**config.mk**
```make
export PLATFORM = sky130hd
export DESIGN_NAME = axi_rw_arbiter
export DESIGN_NICKNAME = d
export VERILOG_FILES = /design/src/rtl/axi_rw_arbiter.sv
export SDC_FILE = /design/constraint.sdc
export NUM_CORES = 1
export LEC_CHECK = 0
export CORE_AREA = 2 2 209 211
export DETAILED_ROUTE_END_ITERATION = 12
export DIE_AREA = 0 0 211 213
export DONT_BUFFER_PORTS = 1
export GPL_ROUTABILITY_DRIVEN = 0
export GPL_TIMING_DRIVEN = 0
export HOLD_SLACK_MARGIN = 0.12
export PLACE_DENSITY_LB_ADDON = 0.05
export SLEW_MARGIN = 20
export SYNTH_ARGS = -nofsm -noshare
export SYNTH_HDL_FRONTEND = slang
export SYNTH_SLANG_ARGS = --single-unit
```
**constraint.sdc**
```tcl
create_clock -name clock -period 6.1 [get_ports clock]
set_input_delay 0.305 -clock clock [delete_from_list [all_inputs] [get_ports clock]]
set_output_delay 0.305 -clock clock [all_outputs]
set_load 0.03 [all_outputs]
```
**src/rtl/axi_rw_arbiter.sv**
```systemverilog
// Two-way arbiter sharing the axi_rw simple port between instruction fetch (IF) and load/store (MEM).
// Optional build macro ARB_ROUND_ROBIN_EN selects round-robin tie-breaking; fixed MEM priority otherwise.
module axi_rw_arbiter #(
    parameter int ADDR_W = 64,
    parameter int DATA_W = 64
) (
    input  logic              clock,
    input  logic              reset,

    input  logic              if_valid_i,
    output logic              if_ready_o,
    input  logic [ADDR_W-1:0] if_addr_i,
    input  logic [1:0]        if_size_i,
    output logic [DATA_W-1:0] if_data_o,
    output logic [1:0]        if_resp_o,

    input  logic              mem_valid_i,
    output logic              mem_ready_o,
    input  logic              mem_req_i,
    input  logic [ADDR_W-1:0] mem_addr_i,
    input  logic [1:0]        mem_size_i,
    input  logic [DATA_W-1:0] mem_wdata_i,
    output logic [DATA_W-1:0] mem_data_o,
    output logic [1:0]        mem_resp_o,

    output logic              rw_valid_o,
    input  logic              rw_ready_i,
    output logic              rw_req_o,
    output logic [ADDR_W-1:0] rw_addr_o,
    output logic [1:0]        rw_size_o,
    output logic [DATA_W-1:0] rw_wdata_o,
    input  logic [DATA_W-1:0] rw_rdata_i,
    input  logic [1:0]        rw_resp_i
);

    localparam logic [1:0] ST_IDLE = 2'd0;
    localparam logic [1:0] ST_BUSY = 2'd1;
    localparam logic [1:0] ST_DONE = 2'd2;

    localparam logic OWN_MEM = 1'b0;
    localparam logic OWN_IF  = 1'b1;

    logic [1:0] state;
    logic       owner;
    logic       last_grant;
    logic       grant_if;
    logic       xfer_done;

    // NOTE: every signal assigned in always_comb gets a value on every path, so no latch is inferred.
    always_comb begin
        grant_if = 1'b0;
`ifdef ARB_ROUND_ROBIN_EN
        if (if_valid_i && mem_valid_i)
            grant_if = (last_grant == OWN_MEM);
        else
            grant_if = if_valid_i;
`else
        grant_if = if_valid_i && !mem_valid_i;
`endif
    end

    // NOTE: sequential state uses non-blocking assignments so all registers update from pre-edge values.
    always_ff @(posedge clock or posedge reset) begin
        if (reset) begin
            state      <= ST_IDLE;
            owner      <= OWN_MEM;
            last_grant <= OWN_MEM;
            rw_req_o   <= 1'b0;
            rw_addr_o  <= '0;
            rw_size_o  <= 2'd0;
            rw_wdata_o <= '0;
        end else begin
            case (state)
                ST_IDLE: begin
                    if (if_valid_i || mem_valid_i) begin
                        state      <= ST_BUSY;
                        owner      <= grant_if ? OWN_IF : OWN_MEM;
                        last_grant <= grant_if ? OWN_IF : OWN_MEM;
                        if (grant_if) begin
                            rw_req_o   <= 1'b0;
                            rw_addr_o  <= if_addr_i;
                            rw_size_o  <= if_size_i;
                            rw_wdata_o <= '0;
                        end else begin
                            rw_req_o   <= mem_req_i;
                            rw_addr_o  <= mem_addr_i;
                            rw_size_o  <= mem_size_i;
                            rw_wdata_o <= mem_wdata_i;
                        end
                    end
                end
                ST_BUSY: begin
                    if (rw_ready_i)
                        state <= ST_DONE;
                end
                // One dead cycle lets the finished requester drop its valid before re-arbitration.
                ST_DONE: state <= ST_IDLE;
                default: state <= ST_IDLE;
            endcase
        end
    end

    // Any response code, including error responses, completes the transfer.
    assign rw_valid_o  = (state == ST_BUSY);
    assign xfer_done   = rw_valid_o && rw_ready_i;

    assign if_ready_o  = xfer_done && (owner == OWN_IF);
    assign mem_ready_o = xfer_done && (owner == OWN_MEM);

    assign if_data_o   = if_ready_o  ? rw_rdata_i : '0;
    assign if_resp_o   = if_ready_o  ? rw_resp_i  : 2'd0;
    assign mem_data_o  = mem_ready_o ? rw_rdata_i : '0;
    assign mem_resp_o  = mem_ready_o ? rw_resp_i  : 2'd0;

endmodule

```
==> flow_summary.ini, run 1 <==
[status]
outcome = complete, no violations

[hold_path]
holdPathEnd = rw_addr_o[17]
hold_start = mem_addr_i[17]
hp-class = input port to flop
hold_depth = 2

[critical_path]
end_kind = output pin
rr_startpoint = state[1]
crit_path_max_fanout = 10
critPathLaunchType = flop
critical_path.startpoint = state[0]
path_class = flop to output pin
r2r_cells = 6
worstPathRequired_ps = 5790
reg2reg_to = rw_addr_o[38]
arrival_ps = 2540
r2r_slack_ps = 3510

[route]
dr_wl_met3_mm = 2.97
avgViaCountPerCell = 4.37
drc = 0
wl_met2_mm = 14.3
drt-met1-wl_mm = 12.7
totalWireLength_mm = 30.4
avgRoutedWirePerCell_um = 22.4
ant_nets = 0
dr_total_vias = 5925
drt_iter0_markers = 391
topRoutingLayerUsed = met5
dr.pass1.iters = 5

[sta]
period_needed_ps = 2840
fin_skew_ps = 14.7
slew_violations = 0
finalSetupViolations = 0
max_slew.worst_pin.slew_ps = 725
totalNegativeSetupSlack_ps = 0
hold_violations = 0
rsz0062_at_grt = false
timing.slew.headroom_pct = 51.7
period_share_pct = 46.6
max_freq_ghz = 0.352

[yosys]
syn_area_sq_um = 6450
syn_nets = 863
synth_top_cell_area_share_pct = 52.0
synth_cell_types = 22
synth_edf_count = 0
yosys_warnings = 0
synth.area.top_cells = dfrtp_1 52%, and2_1 13%, a22o_1 8.8%
synth_top_area_cell = dfrtp_1
synth_most_common_cell = dfrtp_1
avgSynthCellArea_sq_um = 10.8
ys_ff_latch = 134
synth-main-ff-cell = dfrtp_1
netlist_instances = 595
yosys-top-cells-count = 134 x dfrtp_1, 133 x and2_1, 66 x a22oi_1
async_flop_share_pct = 100
synth-seq-area-share_pct = 52.0

[die]
dieArea_sq_um = 44900
fp-row-count = 76
die_w_um = 211
core_area_sq_um = 42700
die_y_um = 213
start_util_pct = 15.1
io_pins = 534

[pwr]
p_sw_share_pct = 48.9
power_mw = 5.52
seqPwrFrac_pct = 47.0
p_clk_share_pct = 22.0
leakage_nw = 3.99
peakVddDrop_uv = 236
powerDensity_nw_per_um2 = 570
p_int_mw = 2.82
p_switching_mw = 2.70
share_comb_of_total_power_pct = 31.0

[clocking]
cts_hold_buf = 182
post_cts_buffers = 0
cts_root_buffer = clkbuf_16
clk_path_buf_depth = 2
cts_tree = yes
clkLatencyLatePin_ps = 440
cts.sinks = 134
path_clk_slew_ps = 60
cts_repair_resize_count = 0
cts_buffers = 17
htreeDepth = 4

[layout]
drive_gt1_share_pct = 9.01
fin_util_pct = 22.7
finalInstanceArea_sq_um = 9680
area_growth_pct = 49.9
nets = 1065

[grt]
grt_max_degree = 70
grt-ovfl-total = 0
grt_pass1_vias = 6171
antenna_found_initial = 6
gr-usage-all-layers_pct = 12.8
grt_pass1_wl_mm = 42.0

[place]
dpl-instance-area_sq_um = 7170
dpl.hpwl_mm = 23.3
port_buffers = 0

[job]
cap_violations = 0
worst max-delay path by stage:
stage	cells past startpoint	endpoint	slack [ps]
2_1_floorplan	1	owner	2210
3_5_place_dp	5	mem_data_o[45]	3690
4_1_cts	5	mem_data_o[45]	3200
6_report	4	mem_data_o[55]	3260
5_1_grt	5	mem_data_o[45]	3120
3_3_place_gp	1	rw_addr_o[51]	370
through the flow:
stage / setup slack (ps) / cells / hold WS (ps)
6_report: 3260 / 1357 / 135
5_1_grt: 3120 / 1356 / 129
4_1_cts: 3200 / 1356 / 121
3_5_place_dp: 3690 / 1142 / 230
3_3_place_gp: 371 / 1141 / 423
2_1_floorplan: 2210 / 595 / 412
routing by layer:
| layer | global-route usage, % | vias to the layer above |
|---|---|---|
| li1 | - | 2586 |
| met3 | 6.07 | 23 |
| met1 | 16.3 | 3016 |
| met5 | 0 | - |
| met4 | 2.84 | 8 |
| met2 | 19.5 | 292 |
sequential cells by signal, summed over array words and instances, names as in the netlist:
signal / cells
rw_addr_o: 64
state: 2
owner: 1
rw_size_o: 2
rw_wdata_o: 64
rw_req_o: 1
area by class of cell:
type / instances / area, sq um
Fill cell: 4596 / 33000
Clock buffer: 20 / 467
Multi-Input combinational cell: 397 / 2790
Sequential cell: 134 / 3350
Tap cell: 546 / 683
Antenna cell: 1 / 2.50
Buffer: 62 / 302
Timing Repair Buffer: 183 / 1850
Clock inverter: 12 / 213
Inverter: 2 / 15.0
cells in the final DEF (no fill, tap or decap), types with 5 or more instances in the layout:
master         netlist  routed
a22oi_1             66      66
clkbuf_1            23      23
dfrtp_1            134     134
dlygate4sd3_1        0     182
buf_2               27      27
and2_1             133     133
clkbuf_16            0      17
o21ai_0             27      27
bufinv_16            0       5
nor2b_1             29      29
a22o_1              65      65
a31oi_1             28      28
buf_4                9       9
o2bb2ai_1           38      38
critical path: stages, from the launching register on:
cell and delay (ps):
dfrtp_1 390, nor2b_2 520, and3b_1 360, buf_2 350, and2_1 470
power by group through the flow:
stage | registers, mW | clock network [mW] | logic, mW
2_1_floorplan | 2.42 | 0 | 1.15
3_3_place_gp | 2.64 | 0 | 1.45
3_5_place_dp | 2.61 | 0 | 1.48
4_1_cts | 2.60 | 1.26 | 1.73
5_1_grt | 2.65 | 1.30 | 1.89
6_report | 2.59 | 1.21 | 1.71
kinds of logic after synthesis:
kind of cell | after synthesis | synth area share [%]
AOI/OAI and AO/OA | 228 | 26.8
buffers and inverters | 64 | 4.79
and+or+nand+nor | 169 | 16.5
DFF | 134 | 52.0
No activity file was read; power rests on OpenSTA's default activity.
==> inputs of run 2 (changes only) <==
==> constraint.sdc (replaced) <==
create_clock -name clock -period 2.95 [get_ports clock]
set_input_delay 0.1475 -clock clock [delete_from_list [all_inputs] [get_ports clock]]
set_output_delay 0.1475 -clock clock [all_outputs]
set_load 0.03 [all_outputs]
==> run 2 against run 1 <==
Core utilization up 0.31 points. Sequential power grew 110%. Sequential share of layout area shrank 0.47 points. Die area stayed put. Wire length rose by 1.4%. Non-clock buffer count grew 20. Design area up 1.4%. Clock-buffer cell count down 3. Largest power group unchanged. Setup slack worse by 3000 ps. Power up 100%.
==> flow_summary.ini, run 2 (same netlist as run 1, synthesis figures left out) <==
[status]
outcome = complete, no violations

[pwr]
peakVddDrop_uv = 443
p_int_mw = 5.47
p_clk_share_pct = 19.5
leakage_nw = 4.03
p_sw_share_pct = 50.7
p_switching_mw = 5.63
share_comb_of_total_power_pct = 32.1
seqPwrFrac_pct = 48.4
powerDensity_nw_per_um2 = 1130

[place]
port_buffers = 0
dp_slack_ps = 725
dpl.hpwl_mm = 24.1

[clocking]
cts_buffers = 17
cts.sinks = 134
cts_root_buffer = clkbuf_16
post_cts_buffers = 0
path_clk_slew_ps = 70
htreeDepth = 4
clkLatencyLatePin_ps = 430
clk_path_buf_depth = 2
cts_tree = yes

[die]
core_area_sq_um = 42700
die_y_um = 213
io_pins = 534
die_w_um = 211
dieArea_sq_um = 44900
start_util_pct = 15.1
fp-row-count = 76

[sta]
hold_violations = 0
timing.slew.headroom_pct = 50.5
rsz0062_at_grt = false
fin_skew_ps = 9.70
totalNegativeSetupSlack_ps = 0
period_needed_ps = 2650
max_freq_ghz = 0.377
max_slew.worst_pin.slew_ps = 741
period_share_pct = 89.8
fin_ws_ps = 300
finalSetupViolations = 0
slew_violations = 0

[layout]
drive_gt1_share_pct = 9.16
area_growth_pct = 52.0
nets = 1085
layout_commonest_cell = dlygate4sd3_1
top_regs = rw_addr_o: 64 flops, rw_wdata_o: 64 flops
most-common-layout-cells = 199 x dlygate4sd3_1, 134 x dfrtp_1, 133 x and2_1

[grt]
grt_pass1_vias = 6338
gr-usage-all-layers_pct = 12.9
grt-ovfl-total = 0
antenna_found_initial = 6
grt_pass1_wl_mm = 43.2
grt_max_degree = 35

[critical_path]
critPathMaxStageDelay_ps = 570
worstPathCellList = nor2b_2 > and3b_1 > buf_2 > and2_1
path_class = flop to output pin
crit_path_max_fanout = 10
reg2reg_to = rw_addr_o[42]
rr_startpoint = state[1]
critPathLaunchType = flop
r2r_slack_ps = 510
worstPathRequired_ps = 2800
end_kind = output pin
critPathSlowestCell = nor2b_2
arrival_ps = 2500
r2r_cells = 6

[route]
drt_iter0_markers = 339
avgViaCountPerCell = 4.32
ant_nets = 0
drc = 0
avgRoutedWirePerCell_um = 22.3
dr_total_vias = 5958
totalWireLength_mm = 30.8
dr.pass1.iters = 5

[hold_path]
hp-class = input port to async pin

[job]
cap_violations = 0
[run 2: worst max-delay path by stage]
stage,from,to,depth (start not counted)
floorplan,reset,owner,1
global placement,reset,rw_addr_o[51],1
detailed placement,state[0],mem_data_o[55],4
CTS,state[0],mem_data_o[55],4
global route,state[0],mem_data_o[10],4
finish,state[0],mem_data_o[55],4
[run 2: area by class of cell]
class | count | area, sq um
timing repair buffer | 203 | 2070
sequential | 134 | 3350
clock inverter | 15 | 161
fill | 4577 | 32900
tap | 546 | 683
antenna | 4 | 10.0
buffer | 62 | 302
inverter | 2 | 11.3
multi-input combinational | 397 | 2790
clock buffer | 17 | 425
[run 2: power groups by stage]
stage               combinational, mW  clock, mW  sequential, mW
CTS                              3.59       2.26            5.40
global route                     3.93       2.35            5.49
global placement                 2.98          0            5.46
finish                           3.56       2.17            5.37
floorplan                        2.38          0            5.00
detailed placement               3.06          0            5.40
[run 2: metal layers]
layer / global-route usage, % / routed length (um) / vias to the layer above
li1: - / - / 2629
met1: 16.9 / 13200 / 3026
met2: 20.1 / 14600 / 262
met3: 4.79 / 2530 / 33
met4: 3.21 / 432 / 8
met5: 0 / 55 / -
[run 2: what timing repair did]
item	in CTS	in global routing
hold buffers	199	0
gates resized for setup	0	0
hold endpoints to repair	159	0
[run 2: per-stage QoR]
step	power, mW	hold slack [ps]	cells	instance area [sq um]	utilization, %
after floorplan	7.38	255	595	6460	-
after global placement	8.44	266	1141	7140	16.7
after detailed placement	8.47	179	1145	7220	16.9
after CTS	11.2	323	1376	9800	23.0
after global routing	11.8	363	1377	9800	23.0
final	11.1	328	1380	9810	23.0
[run 2: worst max-delay path: cells and delay by family (launching register included)]
kind / cells / cell delay [ps]
flops: 1 / 390
buf+inv: 1 / 330
simple gates: 3 / 1360
==> inputs of run 3 (changes only) <==
--- a/config.mk
+++ b/config.mk
@@ -13,6 +13,7 @@
 export GPL_TIMING_DRIVEN = 0
 export HOLD_SLACK_MARGIN = 0.12
 export PLACE_DENSITY_LB_ADDON = 0.05
+export REMOVE_ABC_BUFFERS = 1
 export SLEW_MARGIN = 20
 export SYNTH_ARGS = -nofsm -noshare
 export SYNTH_HDL_FRONTEND = slang
==> run 3 against run 2 <==
Critical path depth did not move. Power rose by 4.1%. Global-route usage fell by 0.97 points. Wire length fell by 8.1%. Sequential share of layout area fell by 0.43 points. Clock-buffer cell count rose by 1. Core utilization rose by 0.29 points. Critical endpoint is now mem_data_o[63]. Highest routed layer is now met4.
==> flow_summary.ini, run 3 (same netlist as run 1, synthesis figures left out) <==
[grt]
grt_pass1_wl_mm = 39.5
grt-ovfl-total = 0
gr-usage-all-layers_pct = 12.0
antenna_found_initial = 2
grt_max_degree = 74
grt_pass1_vias = 5890

[place]
port_buffers = 0
dpl.hpwl_mm = 20.5
dp_slack_ps = 584
dpl-instance-area_sq_um = 7210
dp_cells = 1095

[layout]
fillers = 4573
fin_util_pct = 23.3
top_regs = rw_addr_o: 64 flops, rw_wdata_o: 64 flops
area_growth_pct = 53.9
seqCellArea_sq_um = 3350
multi_input_area_sq_um = 2830
most-common-layout-cells = 199 x dlygate4sd3_1, 134 x dfrtp_1, 133 x and2_1
nets = 1036
finalInstanceArea_sq_um = 9930
final_cells = 1334
layout_commonest_cell = dlygate4sd3_1
drive_gt1_share_pct = 7.43

[die]
die_w_um = 211
core_area_sq_um = 42700
dieArea_sq_um = 44900
die_y_um = 213
io_pins = 534
start_util_pct = 15.1
fp-row-count = 76

[critical_path]
r2r_cells = 6
arrival_ps = 2570
r2r_slack_ps = 520
crit_path_max_fanout = 49
worstPathRequired_ps = 2800
end_kind = output pin
path_class = flop to output pin
critPathLaunchType = flop
reg2reg_to = rw_addr_o[48]
rr_startpoint = state[1]

[pwr]
power_mw = 11.6
peakVddDrop_uv = 393
powerDensity_nw_per_um2 = 1160
leakage_nw = 4.03

[job]
cap_violations = 0

[sta]
fin_skew_ps = 8.29
period_share_pct = 92.3
period_needed_ps = 2720
timing.slew.headroom_pct = 45.8
finalSetupViolations = 0
max_slew.worst_pin.slew_ps = 812
max_freq_ghz = 0.367
rsz0062_at_grt = false
slew_violations = 0
hold_violations = 0
fin_ws_ps = 228

[route]
drt-met1-wl_mm = 12.2
dr.pass1.iters = 5
dr_total_vias = 5688
drt_iter0_markers = 341
wl_met2_mm = 13.8
avgRoutedWirePerCell_um = 21.2
drc = 0
dr_wl_met3_mm = 2.09
ant_nets = 0
topRoutingLayerUsed = met4
avgViaCountPerCell = 4.26
totalWireLength_mm = 28.3

[clocking]
cts_tree = yes
clk_path_buf_depth = 2
htreeDepth = 4
clkLatencyLatePin_ps = 430
cts.sinks = 134
path_clk_slew_ps = 60
cts_buffers = 17
cts_root_buffer = clkbuf_16

[hold_path]
hp-class = input port to async pin

[status]
outcome = complete, no violations
## run 3: changes by cell type in the layout (fill, tap and decap cells not counted), sizes merged
cell      previous run  this run
buf                 42        17
bufinv               1         6
clkbuf              41        18
clkinvlp             2         0
diode                4         7
inv                 10         6
## run 3: area by class of cell
class                           instances  area share (%)
Inverter                                2           0.151
Antenna cell                            7           0.176
Multi-Input combinational cell        397            28.5
Sequential cell                       134            33.8
Timing Repair Buffer                  216            23.7
Clock buffer                           18            4.42
Clock inverter                         14            2.44
Tap cell                              546            6.88
## run 3: metrics by stage
step           TNS (ps)  hold slack (ps)
5_1_grt               0              275
3_3_place_gp   -1047030              262
4_1_cts               0              248
6_report              0              246
2_1_floorplan   -245900              240
3_5_place_dp          0             59.7
## run 3: worst max-delay path, cell delays in order (launching register included)
cell and delay (ps):
dfrtp_1 460, nor2b_2 500, and3b_2 570, buf_16 240
and2_1 360
## run 3: power breakdown
group / leakage, nW / switching (mW) / total (mW) / internal [mW]
clock: 0.336 / 0.917 / 2.54 / 1.62
combinational: 2.01 / 1.95 / 3.67 / 1.72
sequential: 1.68 / 2.64 / 5.35 / 2.71
## run 3: how the worst max path moves through the flow
stage	startpoint	end	slack, ps	cells after the start
after floorplan	if_valid_i	state[0]	-1320	2
after global placement	state[1]	rw_wdata_o[4]	-5900	3
after detailed placement	state[0]	if_data_o[27]	580	4
after CTS	state[0]	if_data_o[27]	90	4
after global routing	state[0]	mem_data_o[63]	70	4
final	state[0]	mem_data_o[63]	230	4
## run 3: timing repair
action / in CTS / in global routing
setup buffers: 0 / 0
resized for setup: 0 / 1
endpoints found under the setup margin: 0 / 1
hold buffers: 200 / 0
endpoints found under the hold margin: 268 / 0
## run 3: layer usage
metal	track usage (%)	vias up
met4	3.11	0
li1	-	2538
met1	15.9	2903
met3	4.10	11
met5	0	-
met2	18.5	236
